==> src/rtl/sm3_result_serializer.sv <==
// Serializes a captured 256-bit SM3 digest into eight 32-bit words over a valid/ready stream.
// Word 0 is the most significant word; byte order within a word is optionally reversed.
module sm3_result_serializer #(
    parameter bit BYTE_SWAP = 1'b0
) (
    input  logic         clk_in,
    input  logic         reset_n_in,
    input  logic [255:0] sm3_result_in,
    input  logic         sm3_finished_in,
    input  logic         clear_in,
    output logic [31:0]  word_out,
    output logic         word_valid_out,
    input  logic         word_ready_in,
    output logic         word_last_out,
    output logic [2:0]   word_index_out,
    output logic         busy_out,
    output logic         overrun_out
);

    localparam int unsigned WORD_W   = 32;
    localparam int unsigned DIGEST_W = 256;
    localparam int unsigned IDX_W    = 3;
    localparam int unsigned LAST_IDX = 7;

    typedef enum logic {
        IDLE = 1'b0,
        SEND = 1'b1
    } state_e;

    state_e              state_q, state_d;
    logic [DIGEST_W-1:0] data_q, data_d;
    logic [IDX_W-1:0]    idx_q, idx_d;
    logic [WORD_W-1:0]   word_q, word_d;
    logic                last_q, last_d;
    logic                ovr_q, ovr_d;
    logic                xfer;

    // Word k of a digest, most significant word first, with optional byte reversal.
    function automatic logic [WORD_W-1:0] pick_word(input logic [DIGEST_W-1:0] d,
                                                    input logic [IDX_W-1:0]    k);
        logic [WORD_W-1:0] w;
        w = d[WORD_W*(LAST_IDX - 32'(k)) +: WORD_W];
        if (BYTE_SWAP) begin
            w = {w[7:0], w[15:8], w[23:16], w[31:24]};
        end
        return w;
    endfunction

    always_ff @(posedge clk_in) begin
        if (!reset_n_in) begin
            state_q <= IDLE;
            data_q  <= '0;
            idx_q   <= '0;
            word_q  <= '0;
            last_q  <= 1'b0;
            ovr_q   <= 1'b0;
        end else begin
            state_q <= state_d;
            data_q  <= data_d;
            idx_q   <= idx_d;
            word_q  <= word_d;
            last_q  <= last_d;
            ovr_q   <= ovr_d;
        end
    end

    always_comb begin
        state_d = state_q;
        data_d  = data_q;
        idx_d   = idx_q;
        word_d  = word_q;
        last_d  = last_q;
        ovr_d   = ovr_q;
        xfer    = (state_q == SEND) && word_ready_in;

        if (clear_in) begin
            state_d = IDLE;
            idx_d   = '0;
            last_d  = 1'b0;
            ovr_d   = 1'b0;
        end else begin
            unique case (state_q)
                IDLE: begin
                    if (sm3_finished_in) begin
                        state_d = SEND;
                        data_d  = sm3_result_in;
                        idx_d   = '0;
                        word_d  = pick_word(sm3_result_in, '0);
                        last_d  = 1'b0;
                    end
                end
                SEND: begin
                    if (xfer && (idx_q == IDX_W'(LAST_IDX))) begin
                        // Final word leaves; a coincident digest chains straight in.
                        idx_d  = '0;
                        last_d = 1'b0;
                        if (sm3_finished_in) begin
                            data_d = sm3_result_in;
                            word_d = pick_word(sm3_result_in, '0);
                        end else begin
                            state_d = IDLE;
                        end
                    end else begin
                        if (xfer) begin
                            idx_d  = idx_q + IDX_W'(1);
                            word_d = pick_word(data_q, idx_q + IDX_W'(1));
                            last_d = (idx_q == IDX_W'(LAST_IDX - 1));
                        end
                        if (sm3_finished_in) begin
                            ovr_d = 1'b1;
                        end
                    end
                end
                default: state_d = IDLE;
            endcase
        end
    end

    assign word_out       = word_q;
    assign word_valid_out = (state_q == SEND);
    assign word_last_out  = last_q;
    assign word_index_out = idx_q;
    assign busy_out       = (state_q == SEND);
    assign overrun_out    = ovr_q;

endmodule

==> config.mk <==
export PLATFORM = sky130hd
export DESIGN_NAME = sm3_result_serializer
export DESIGN_NICKNAME = d
export VERILOG_FILES = /design/src/rtl/sm3_result_serializer.sv
export SDC_FILE = /design/constraint.sdc
export NUM_CORES = 1
export LEC_CHECK = 0
export CORE_UTILIZATION = 34
export DETAILED_ROUTE_END_ITERATION = 6
export GPL_TIMING_DRIVEN = 0
export PLACE_DENSITY = 0.64
export SYNTH_ARGS = -nofsm -noshare
export SYNTH_HDL_FRONTEND = slang
export SYNTH_SLANG_ARGS = --single-unit
==> constraint.sdc <==
create_clock -name clk_in -period 2.38 [get_ports clk_in]
set_input_delay 0.238 -clock clk_in [delete_from_list [all_inputs] [get_ports clk_in]]
set_output_delay 0.238 -clock clk_in [all_outputs]
set_load 0.1 [all_outputs]
==> key figures <==
Global routing
  • First-pass GRT wire length: ~72 mm
  • GRT Total Usage: 0.252
  • Largest net degree at the start of global routing: 14
  • Gr ovfl total: 0
  • Initial antenna violation count: 1
  • Vias in the first global route: 11800

Clock tree
  • Clock sinks: 294
  • Worst-Skew Late Latency: about 510 ps
  • Clock root cell: clkbuf_16
  • Clock transition at path regs: 60 ps
  • # hold bufs at CTS: 0
  • Total CTS buffers: 34
  • Max clock buf depth: 3
  • TritonCTS clock tree: done
  • CTS H-Tree Depth: 2
  • Postcts setup bufs: 0

Worst hold path
  • Worst hold-check path type: in2reg

Pwr
  • Pleak: about 6.4 nW
  • PD cells: about 700 mW/mm2
  • Clock power share: 0.431
  • Max VDD drop: approximately 0.36 mV
  • Comb pwr share: 0.142
  • Sw power: around 3.2 mW
  • Switch share: 0.257
  • Flop pwr share: 0.427
  • Int Pwr: 9.21 mW
  • Total power draw: ~12 mW

Timing
  • RSZ-0062 raised after global routing: no
  • Worst Skew: around 11 ps
  • Hold Vio Cnt, Final: 0
  • Fmax: between 400 and 500 MHz
  • Worst slew pin tran: around 1100 ps
  • Slew margin rel.: 0.288
  • Final period util: 0.980
  • Count of final max-slew check failures: 0
  • Min Tclk post-route: 2330 ps
  • Worst hold slack: roughly 280 ps
  • Final setup fails: 0

Layout
  • Final Instance Area: 0.0178 mm2
  • Register Area: about 0.0059 mm2
  • Multi-input logic area: roughly 0.0064 mm2
  • Share of cells above drive strength 1: 0.107
  • Commonest non-fill, non-tap cell in the layout: nand2_1
  • Nets: 2039
  • Post-Layout Cell Count: approximately 2300
  • Fin util: 0.482
  • Syn-to-layout area delta: 38.6%
  • Commonest non-fill, non-tap cells in the layout: nand2_1 (514), clkdlybuf4s50_1 (297), dfxtp_1 (291)
  • FILL cells: 3535

Die
  • Top Ports: 300
  • Row cnt: 70
  • Core ar.: roughly 0.037 mm2
  • Initial core utilization: 0.348
  • Die W: just under 200 um
  • Die Footprint: 0.0385 mm2
  • Die height: 196 um

Route
  • Antenna viol nets, final: 0
  • DR DRC count: 0
  • Drt pass-1 iters: 5
  • Routed vias/inst: 5.12
  • Initial DRC Count: 817
  • Vias: between 10000 and 15000
  • Routed wire per std cell: about 21 um
  • Routed wire length: about 50 mm

Synthesis
  • Synth Instances: ~1400
  • Synth Register Bits: 294
  • Register area share after synthesis: 0.459
  • Synthesized cell area: roughly 0.013 mm2
  • Count of cell types in the netlist: 34
  • Mean Syn Cell Area: ~8.9 um2
  • Yosys warns: 0
  • Mapped Nets: between 1500 and 2000

Setup path
  • Crit Path Max Fanout: 10
  • Startpoint types: flip-flop
  • Worst Path Arrival: 2730 ps
  • Required time of the critical path: about 2800 ps
  • Critical path type: reg2reg
  • CP Capture Type: flip-flop

Place
  • Area after DPL: 0.0165 mm2
  • Buffers on Ports: 299
  • Gpl congestion: ~0.9
  • DP Cell Count: around 2200
  • Final HPWL DP: 37.8 mm

Run
  • Max-cap viol count: 0

Status
  • Status: completed
-- stage by stage --
step / setup TNS, ps / setup WS, ps
after detailed placement: -12330 / -339
after global placement: -8160 / -307
after global routing: 0 / 8.65
after CTS: -442 / -79.6
final: 0 / 48.3
after floorplan: 0 / 38.8
-- cells in the mapped netlist (all sizes together) --
| cell type | count | share of area |
|---|---|---|
| nand2 | 515 | 0.15 |
| dfxtp | 294 | 0.46 |
| a21boi | 258 | 0.15 |
| buf | 78 | 0.034 |
| mux2i | 60 | 0.047 |
| clkbuf | 41 | 0.012 |
| mux4 | 34 | 0.060 |
| o22ai | 30 | 0.015 |
| nor2 | 26 | 0.0076 |
| a221o | 17 | 0.013 |
| a22o | 17 | 0.012 |
| nor2b | 17 | 0.0085 |
| o221ai | 16 | 0.011 |
| nor3 | 15 | 0.0059 |
| inv | 4 | 0.0012 |
| a21oi | 3 | 0.0012 |
| ha | 3 | 0.0029 |
| nand2b | 3 | 0.0015 |
| nand3b | 2 | 0.0012 |
| a22oi | 1 | 0.00059 |
| a32oi | 1 | 0.00068 |
| and3 | 1 | 0.00049 |
| and4bb | 1 | 0.00098 |
| nand3 | 1 | 0.00039 |
| nor3b | 1 | 0.00098 |
| o221a | 1 | 0.00088 |
| or2 | 1 | 0.00049 |
-- area by class of cell --
cell class                 instances  area share
timing repair buffer             299       0.168
clock buffer                      51      0.0589
multi-input combinational       1024       0.361
antenna                            1    0.000141
tap                              504      0.0355
buffer                           118      0.0378
clock inverter                     9     0.00556
inverter                           4    0.000845
sequential                       294       0.332
-- final timing paths --
| kind | cells past startpoint | startpoint | endpoint | slack (ps) |
|---|---|---|---|---|
| max reg2reg | 6 | word_index_out[1] | word_out[6] | 50 |
| min | 3 | sm3_result_in[117] | data_q[117] | 280 |
| max | 6 | word_index_out[1] | word_out[6] | 50 |
| min reg2reg | 2 | data_q[122] | data_q[122] | 450 |
-- critical path, cell delays in order (launching register included) --
cell,delay [ps]
dfxtp_2,350
ha_1,190
ha_2,350
buf_4,240
clkbuf_2,390
mux4_2,380
a221o_1,310
-- metal layers --
| metal | wire (um) | GRT usage | vias up |
|---|---|---|---|
| li1 | - | - | 5578 |
| met1 | 20900 | 0.330 | 5670 |
| met2 | 22900 | 0.419 | 475 |
| met3 | 3550 | 0.0401 | 75 |
| met4 | 1560 | 0.0851 | 0 |
| met5 | 0 | 0 | - |
-- registers in the layout, indices dropped and copies added (netlist names) --
register / cells
overrun_out: 1
word_index_out: 3
word_out: 32
busy_out: 1
data_q: 256
word_last_out: 1
-- cells by family after synthesis --
logic type	synth area share
buf+inv	0.0475
compound gates	0.206
flops	0.459
simple gates	0.179
fa+ha+maj	0.00293
mux	0.107
-- power groups by stage --
stage | logic (mW) | clock network [mW] | registers [mW]
3_3_place_gp | 1.72 | 0 | 5.39
5_1_grt | 1.88 | 5.61 | 5.32
3_5_place_dp | 1.74 | 0 | 5.40
2_1_floorplan | 0.662 | 0 | 5.60
4_1_cts | 1.75 | 5.39 | 5.29
6_report | 1.76 | 5.35 | 5.30
-- timing repair --
action                                  4_1_cts  5_1_grt
gates resized for setup                      13       34
endpoints found under the hold margin         0        0
endpoints found under the setup margin       45      255
No activity file was read; power rests on OpenSTA's default activity.
